## src/rtl/demux_shift_arb_if.sv

```systemverilog
// demux_shift_arb_if: request/length/serial-gating bundle between a requester and demux_shift_arb.
// Abort/Aborted exist only when DEMUX_ARB_ABORT_EN is defined.
interface demux_shift_arb_if #(parameter int LEN_W = 5);
  logic [1:0] Req;
  logic [LEN_W-1:0] Len0;
  logic [LEN_W-1:0] Len1;
  logic Data_valid;
  logic Sel;
  logic Shift_en;
  logic [1:0] Gnt;
  logic [1:0] Done;
  logic Busy;
  logic [LEN_W:0] Bit_cnt;
`ifdef DEMUX_ARB_ABORT_EN
  logic Abort;
  logic Aborted;
`endif
  modport master (
`ifdef DEMUX_ARB_ABORT_EN
    output Abort,
    input Aborted,
`endif
    output Req, Len0, Len1, Data_valid,
    input Sel, Shift_en, Gnt, Done, Busy, Bit_cnt
  );
  modport slave (
`ifdef DEMUX_ARB_ABORT_EN
    input Abort,
    output Aborted,
`endif
    input Req, Len0, Len1, Data_valid,
    output Sel, Shift_en, Gnt, Done, Busy, Bit_cnt
  );
endinterface

```

## src/rtl/demux_shift_arb.sv

```systemverilog
// demux_shift_arb: round-robin arbiter that routes length-counted serial bursts to one of two demux outputs.
// Optional Abort/Aborted handshake is enabled by defining DEMUX_ARB_ABORT_EN.
module demux_shift_arb #(parameter int LEN_W = 5) (
  input logic Clk,
  input logic Rst_n,
  demux_shift_arb_if.slave bus
);
  typedef enum logic [1:0] {IDLE, GRANT, SHIFT, DONE} state_t;
  state_t state;
  logic last;
  logic win;
  logic abort;
  logic last_bit;
  logic [LEN_W:0] len_win;
`ifdef DEMUX_ARB_ABORT_EN
  assign abort = bus.Abort && (state == GRANT || state == SHIFT);
`else
  assign abort = 1'b0;
`endif
  assign win = &bus.Req ? ~last : bus.Req[1];
  // a zero length field means the full 2^LEN_W bits
  assign len_win = win ? {bus.Len1 == '0, bus.Len1} : {bus.Len0 == '0, bus.Len0};
  assign last_bit = bus.Bit_cnt == (LEN_W+1)'(1);
  assign bus.Shift_en = state == SHIFT && bus.Data_valid && !abort;
  always_ff @(posedge Clk or negedge Rst_n)
    if (!Rst_n) begin
      state <= IDLE;
      last <= 1'b1;
      bus.Sel <= 1'b0;
      bus.Gnt <= '0;
      bus.Done <= '0;
      bus.Busy <= 1'b0;
      bus.Bit_cnt <= '0;
    end else begin
      bus.Done <= '0;
      if (abort) begin
        state <= IDLE;
        last <= bus.Sel;
        bus.Gnt <= '0;
        bus.Busy <= 1'b0;
        bus.Bit_cnt <= '0;
      end else
        case (state)
          IDLE: if (|bus.Req) begin
            state <= GRANT;
            bus.Sel <= win;
            bus.Gnt <= win ? 2'b10 : 2'b01;
            bus.Busy <= 1'b1;
            bus.Bit_cnt <= len_win;
          end
          GRANT: state <= SHIFT;
          SHIFT: if (bus.Data_valid) begin
            bus.Bit_cnt <= bus.Bit_cnt - 1'b1;
            if (last_bit) begin
              state <= DONE;
              bus.Done <= bus.Gnt;
            end
          end
          DONE: begin
            state <= IDLE;
            last <= bus.Sel;
            bus.Gnt <= '0;
            bus.Busy <= 1'b0;
          end
          default: state <= IDLE;
        endcase
    end
`ifdef DEMUX_ARB_ABORT_EN
  always_ff @(posedge Clk or negedge Rst_n)
    if (!Rst_n) bus.Aborted <= 1'b0;
    else bus.Aborted <= abort;
`endif
endmodule
```

## src/flat_wrapper.sv

```systemverilog
// flat-port wrapper written by rule: the top's interface ports become plain ports
module demux_shift_arb_flat 
#(parameter int LEN_W = 5)
  (Clk, Rst_n, bus_Req, bus_Len0, bus_Len1, bus_Data_valid, bus_Sel, bus_Shift_en, bus_Gnt, bus_Done, bus_Busy, bus_Bit_cnt);
  demux_shift_arb_if #(.LEN_W(LEN_W)) bus_i ();
  input logic Clk;
  input logic Rst_n;
  input wire logic [$bits(bus_i.Req)-1:0] bus_Req;
  input wire logic [$bits(bus_i.Len0)-1:0] bus_Len0;
  input wire logic [$bits(bus_i.Len1)-1:0] bus_Len1;
  input wire logic [$bits(bus_i.Data_valid)-1:0] bus_Data_valid;
  output wire logic [$bits(bus_i.Sel)-1:0] bus_Sel;
  output wire logic [$bits(bus_i.Shift_en)-1:0] bus_Shift_en;
  output wire logic [$bits(bus_i.Gnt)-1:0] bus_Gnt;
  output wire logic [$bits(bus_i.Done)-1:0] bus_Done;
  output wire logic [$bits(bus_i.Busy)-1:0] bus_Busy;
  output wire logic [$bits(bus_i.Bit_cnt)-1:0] bus_Bit_cnt;
  assign bus_i.Req = bus_Req;
  assign bus_i.Len0 = bus_Len0;
  assign bus_i.Len1 = bus_Len1;
  assign bus_i.Data_valid = bus_Data_valid;
  assign bus_Sel = bus_i.Sel;
  assign bus_Shift_en = bus_i.Shift_en;
  assign bus_Gnt = bus_i.Gnt;
  assign bus_Done = bus_i.Done;
  assign bus_Busy = bus_i.Busy;
  assign bus_Bit_cnt = bus_i.Bit_cnt;
  demux_shift_arb #(.LEN_W(LEN_W)) u_core (.Clk(Clk), .Rst_n(Rst_n), .bus(bus_i));
endmodule
```

## config.mk

```make
export PLATFORM = sky130hd
export DESIGN_NAME = demux_shift_arb_flat
export DESIGN_NICKNAME = d
export VERILOG_FILES = /design/src/rtl/demux_shift_arb_if.sv /design/src/rtl/demux_shift_arb.sv /design/src/flat_wrapper.sv
export SDC_FILE = /design/constraint.sdc
export NUM_CORES = 1
export LEC_CHECK = 0
export CELL_PAD_IN_SITES_DETAIL_PLACEMENT = 0
export CELL_PAD_IN_SITES_GLOBAL_PLACEMENT = 1
export CORE_MARGIN = 1.5
export CORE_UTILIZATION = 40
export DETAILED_ROUTE_END_ITERATION = 6
export DONT_BUFFER_PORTS = 1
export PLACE_DENSITY_LB_ADDON = 0.1
export SLEW_MARGIN = 20
export SYNTH_ARGS = -nofsm -noshare
export SYNTH_HDL_FRONTEND = slang
export SYNTH_SLANG_ARGS = --single-unit
```

## constraint.sdc

```tcl
create_clock -name Clk -period 3.45 [get_ports Clk]
set_input_delay 0.5175 -clock Clk [delete_from_list [all_inputs] [get_ports Clk]]
set_output_delay 0.5175 -clock Clk [all_outputs]
set_load 0.01 [all_outputs]
```

==> flow_summary.json, run 1 <==
{
  "run_status": "finished clean",
  "vias_per_cell": 5.84,
  "register_area_um2": 377,
  "overflow": 0,
  "ctsRootBufferMaster": "clkbuf_4",
  "multi_input_area_um2": 527,
  "antenna_found_initial": 0,
  "grt_pass1_wl_mm": 3.26,
  "synth_top_cells_by_count": "14 x dfrtp_1, 7 x inv_1, 6 x ha_1, 6 x nand2_1, 6 x nor2_1",
  "synth_area_leaders": "dfrtp_1 37%, ha_1 7.9%, mux2_2 3.5%, mux2i_1 3.1%, dfstp_2 2.8%",
  "startpoint_type": "flop",
  "dp_cells": 125,
  "num_vias": 759,
  "ir_worst_vdd_mv": 0.418,
  "numClockSinks": 15,
  "power_w": 0.000909,
  "max_freq_mhz": 452,
  "synthArstFlopShare_pct": 100,
  "drt-initial-drc-count": 6,
  "maxCapViolations": 0,
  "setup_viol": 0,
  "syn_avg_cell_area_um2": 9.55,
  "synth_area_um2": 955,
  "final_max_slew_viol_count": 0,
  "clock_path_buffers": 2,
  "antenna_left": 0,
  "hold_viol": 0,
  "crit_type": "flop to flop",
  "timing.setup.tns_ns": 0,
  "yosys.cell_count.top_type": "dfrtp_1",
  "drcViolationCount": 0,
  "post_synth_num_cell_types": 38,
  "grt_pass1_vias": 727,
  "cts_tree": "done",
  "cts_setup_buffers": 0,
  "min_period_ns": 2.21,
  "critPathArrivalTime_ns": 2.39,
  "cp-end-kind": "flop",
  "routed_wl_mm": 2.01,
  "dp_hpwl_mm": 1.54,
  "start_util_pct": 42.7,
  "fin_skew_ns": 0.00565,
  "synthCells": 100,
  "n_fill_cell": 223,
  "powerDensity_mw_per_mm2": 902,
  "grt_max_degree": 17,
  "synth_top_area_share_pct": 36.7,
  "synth_ff_type": "dfrtp_1",
  "num_io_pins": 28,
  "rsz0062_at_grt": "false",
  "required_ns": 3.62,
  "io_buffers": 0,
  "syn_nets": 121,
  "synth-seq-area-share_pct": 39.4,
  "track_usage_pct": 16.5,
  "numCtsBuffers": 3,
  "hold_class": "input pin to asynchronous set/reset pin",
  "die_area_mm2": 0.00269,
  "core_mm2": 0.00223,
  "utilization_pct": 45.2,
  "dieHeight_um": 51.9,
  "instances_no_fill": 130,
  "leakage_nw": 0.432,
  "synth_top_area_cell": "dfrtp_1",
  "first_pass_iters": 5,
  "place_area_um2": 972,
  "fin_nets": 124,
  "cts-hold-fix-buffers": 1,
  "insertion_delay_ns": 0.28,
  "area_growth_pct": 5.64,
  "wire_per_inst_um": 15.5,
  "tightest_slew_ns": 0.746,
  "crit_fanout": 16,
  "synth_edf_count": 0,
  "cts_resized": 0,
  "die_x_um": 51.9,
  "ys_seq_elements": 15,
  "yosys_warnings": 0,
  "cts.clk_slew.worst_paths_ns": 0.09,
  "drive_gt1_share_pct": 13.7,
  "maxSlewHeadroom_pct": 49.9,
  "antenna_cells": 0,
  "finalInstanceArea_mm2": 0.00101,
  "gp_congestion": 0.909,
  "cts_max_level": 1,
  "fp-row-count": 17,
  "post-route-period-util_pct": 64.2
}
==> registers in the layout, summed over array words and instances, names as in the netlist <==
signal / count
u_core.bus.Sel: 1
u_core.bus.Busy: 1
u_core.state: 2
u_core.last: 1
u_core.bus.Bit_cnt: 6
u_core.bus.Gnt: 2
u_core.bus.Done: 2
==> path summary, 6_finish.rpt <==
path	start	end	slack [ns]	depth (start not counted)
setup / recovery	u_core.state[0]	u_core.bus.Bit_cnt[0]	1.24	6
hold reg to reg	u_core.state[0]	u_core.state[0]	0.55	1
setup reg to reg	u_core.state[0]	u_core.bus.Bit_cnt[0]	1.24	6
max in group asynchronous	Rst_n	u_core.bus.Bit_cnt[0]	2.34	1
min in group Clk	bus_Req[1]	u_core.bus.Gnt[1]	0.43	3
hold / removal	Rst_n	u_core.last	0.07	0
==> critical path: stages (launching register included) <==
cell and delay [ns]:
dfrtp_1 0.38, inv_1 0.09, ha_1 0.37, and2b_4 0.25
nor3_1 0.61, o21ai_0 0.20, a21o_1 0.22
==> metal layers <==
metal | part of all wire (%) | vias to the layer above | track usage, % | routed length (um)
li1 | - | 370 | - | -
met2 | 49 | 26 | 25.9 | 985
met1 | 43 | 359 | 21.0 | 858
met3 | 7.0 | 4 | 4.02 | 140
met5 | 0 | - | 0 | 0
met4 | 1.3 | 0 | 8.33 | 26
==> cell usage in the layout, fill, tap and decap left out, types with 2 or more instances in the layout <==
| cell type | Yosys | routed |
|---|---|---|
| nand3_1 | 5 | 5 |
| nand2_1 | 6 | 6 |
| and2_1 | 3 | 3 |
| a22o_2 | 2 | 2 |
| ha_1 | 6 | 6 |
| and3_1 | 2 | 2 |
| nor3_1 | 3 | 3 |
| clkbuf_4 | 0 | 3 |
| a21oi_1 | 5 | 5 |
| nor2_1 | 6 | 6 |
| nor4_1 | 2 | 2 |
| mux2i_1 | 3 | 3 |
| or3_1 | 3 | 3 |
| dfrtp_1 | 14 | 14 |
| nand2b_1 | 2 | 2 |
| inv_1 | 7 | 7 |
| o21ai_0 | 5 | 5 |
| mux2_2 | 3 | 3 |
| or4_1 | 2 | 2 |
| a211oi_1 | 2 | 2 |
==> kinds of logic after synthesis <==
kind of cell    share of synthesized area, %
flops                                   39.5
fa+ha+maj                               7.86
buf+inv                                 5.37
simple gates                            22.7
compound gates                          18.0
mux                                     6.68
==> area by class of cell <==
type | instances | share of cell area, %
inverter | 7 | 2.61
tap | 28 | 3.47
clock buffer | 4 | 2.61
timing repair buffer | 2 | 1.74
multi-input combinational | 74 | 52.2
sequential | 15 | 37.3
==> through the flow <==
stage / hold slack [ns] / setup slack (ns)
floorplan: 0.222 / 1.44
CTS: 0.0572 / 1.22
global placement: 0.222 / 1.29
finish: 0.0667 / 1.24
global route: 0.0356 / 1.07
detailed placement: 0.222 / 1.24
==> where the power goes <==
part           switching, W  internal, W  leakage (nW)
registers          0.000110     0.000256         0.184
logic              0.000245     0.000198         0.233
clock network     0.0000552    0.0000448        0.0150
total              0.000410     0.000499         0.432
Power figures use the tool's default switching activity.
==> run 2, diff against run 1 <==
==> constraint.sdc (replaced) <==
create_clock -name Clk -period 2.2 [get_ports Clk]
set_input_delay 0.33 -clock Clk [delete_from_list [all_inputs] [get_ports Clk]]
set_output_delay 0.33 -clock Clk [all_outputs]
set_load 0.01 [all_outputs]
==> run 2 against run 1 <==
Clock power is 62% higher. Sequential share of layout area is 1.6 points lower. Critical path depth stayed put. Die area stayed put. Cell area is 4.5% higher. Clock skew is 0.0047 ns lower. Clock-buffer cell count stayed put. Setup slack worse by 0.96 ns. Sequential power is 52% higher. Non-clock buffer count is 6 higher. Register-to-register slack worse by 0.96 ns.
==> flow_summary.json, run 2 (synthesis results as in run 1) <==
{
  "fin_nets": 130,
  "antenna_cells": 0,
  "fin_skew_ns": 0.000972,
  "die_x_um": 51.9,
  "die_area_mm2": 0.00269,
  "powerDensity_mw_per_mm2": 1450,
  "utilization_pct": 47.2,
  "wire_per_inst_um": 15.6,
  "area_growth_pct": 10.4,
  "leakage_nw": 0.462,
  "clockPowerShare_pct": 10.6,
  "switchingPower_w": 0.000669,
  "start_util_pct": 42.7,
  "pwr-share-comb_pct": 53.2,
  "switching_share_pct": 43.7,
  "cts_max_level": 1,
  "cp_top_family": "simple AND/OR/NAND/NOR gates",
  "timing.setup.tns_ns": 0,
  "vias_per_cell": 5.83,
  "cp-end-kind": "flop",
  "dieHeight_um": 51.9,
  "track_usage_pct": 18.5,
  "seqPwrFrac_pct": 36.2,
  "grt_max_degree": 16,
  "setup_viol": 0,
  "hold_viol": 0,
  "num_io_pins": 28,
  "insertion_delay_ns": 0.28,
  "hold_class": "input pin to flop",
  "antenna_found_initial": 0,
  "final_common_cell": "dfrtp_1",
  "numCtsBuffers": 3,
  "final_max_slew_viol_count": 0,
  "regMostFlops": "u_core.bus.Bit_cnt",
  "run_status": "finished clean",
  "cpPeakStageDelay_ns": 0.47,
  "maxSlewHeadroom_pct": 52.9,
  "post-route-period-util_pct": 87.4,
  "grt_pass1_vias": 814,
  "crit_fanout": 4,
  "fin_ws_ns": 0.277,
  "holdWs_ns": 0.235,
  "ir_worst_vdd_mv": 0.664,
  "drt-initial-drc-count": 8,
  "gp_congestion": 0.737,
  "cts.clk_slew.worst_paths_ns": 0.09,
  "crit_slowest_cell": "or4_1",
  "num_vias": 793,
  "routed_wl_mm": 2.13,
  "ctsRootBufferMaster": "clkbuf_4",
  "largest_reg_flops": 6,
  "cts_tree": "done",
  "antenna_left": 0,
  "layout_common_cells": "14 x dfrtp_1, 7 x inv_1, 7 x buf_4",
  "required_ns": 2.42,
  "min_period_ns": 1.92,
  "p_int_w": 0.000862,
  "startpoint_type": "flop",
  "rsz0062_at_grt": "false",
  "maxCapViolations": 0,
  "drive_gt1_share_pct": 18.5,
  "core_mm2": 0.00223,
  "max_freq_mhz": 520,
  "io_buffers": 0,
  "clock_path_buffers": 2,
  "numClockSinks": 15,
  "critPathBufInv": 1,
  "crit_type": "flop to flop",
  "tightest_slew_ns": 0.704,
  "first_pass_iters": 4,
  "grt_pass1_wl_mm": 3.64,
  "pre_cts_slack_ns": 0.328,
  "critical_path.cell_chain": "inv_1 -> ha_1 -> and2b_4 -> or3_1 -> or4_1 -> nand4_1",
  "drcViolationCount": 0,
  "fp-row-count": 17,
  "critPathArrivalTime_ns": 2.14,
  "dp_hpwl_mm": 1.66,
  "overflow": 0
}
[run 2: cell types whose count changed in the layout (fill, tap and decap cells not counted), sizes merged]
cell / before / now
buf: 1 / 7
[run 2: power groups by stage]
| stage | Sequential, W | Clock, W | Combinational [W] |
|---|---|---|---|
| after floorplan | 0.000540 | 0 | 0.000592 |
| after CTS | 0.000556 | 0.000169 | 0.000820 |
| after detailed placement | 0.000563 | 0 | 0.000808 |
| after global placement | 0.000557 | 0 | 0.000794 |
| after global routing | 0.000577 | 0.000181 | 0.000933 |
| final | 0.000555 | 0.000162 | 0.000815 |
[run 2: path summary, 6_finish.rpt]
path,start,to,slack [ns],cells after the start
min in group asynchronous,Rst_n,u_core.bus.Done[0],0.53,1
hold reg to reg,u_core.state[0],u_core.state[0],0.56,1
setup reg to reg,u_core.state[0],u_core.bus.Bit_cnt[5],0.28,6
max in group asynchronous,Rst_n,u_core.bus.Bit_cnt[2],1.23,1
setup / recovery,u_core.state[0],u_core.bus.Bit_cnt[5],0.28,6
hold / removal,bus_Req[1],u_core.bus.Gnt[1],0.23,3
[run 2: worst register-to-register path: stages (launching register included)]
cell and delay [ns]:
dfrtp_1 0.40, inv_1 0.09, ha_1 0.26, and2b_4 0.19, or3_1 0.35, or4_1 0.47
nand4_1 0.10
[run 2: routing by layer]
metal | track usage [%] | wire length (um) | vias to the layer above
met3 | 3.74 | 119 | 4
met1 | 23.3 | 914 | 376
li1 | - | - | 382
met4 | 7.02 | 29 | 0
met2 | 30.8 | 1060 | 31
met5 | 0 | 0 | -
[run 2: stage by stage]
step,cell area [um^2],power (W),std cells
6_report,1050,0.00153,136
5_1_grt,1050,0.00169,136
4_1_cts,1050,0.00154,136
3_5_place_dp,1020,0.00137,131
3_3_place_gp,1020,0.00135,131
2_1_floorplan,955,0.00113,100
[run 2: layout make-up]
| cell class | count | area [um^2] |
|---|---|---|
| Inverter | 7 | 26.3 |
| Fill cell | 231 | 1180 |
| Timing Repair Buffer | 8 | 62.6 |
| Sequential cell | 15 | 377 |
| Multi-Input combinational cell | 74 | 527 |
| Clock buffer | 4 | 26.3 |
| Tap cell | 28 | 35.0 |
[run 2: repair_timing]
item                                   CTS  global route
endpoints found under the hold margin   15             0
buffers inserted                         0             0
hold buffers                             1             0
gates resized for setup                  0             0
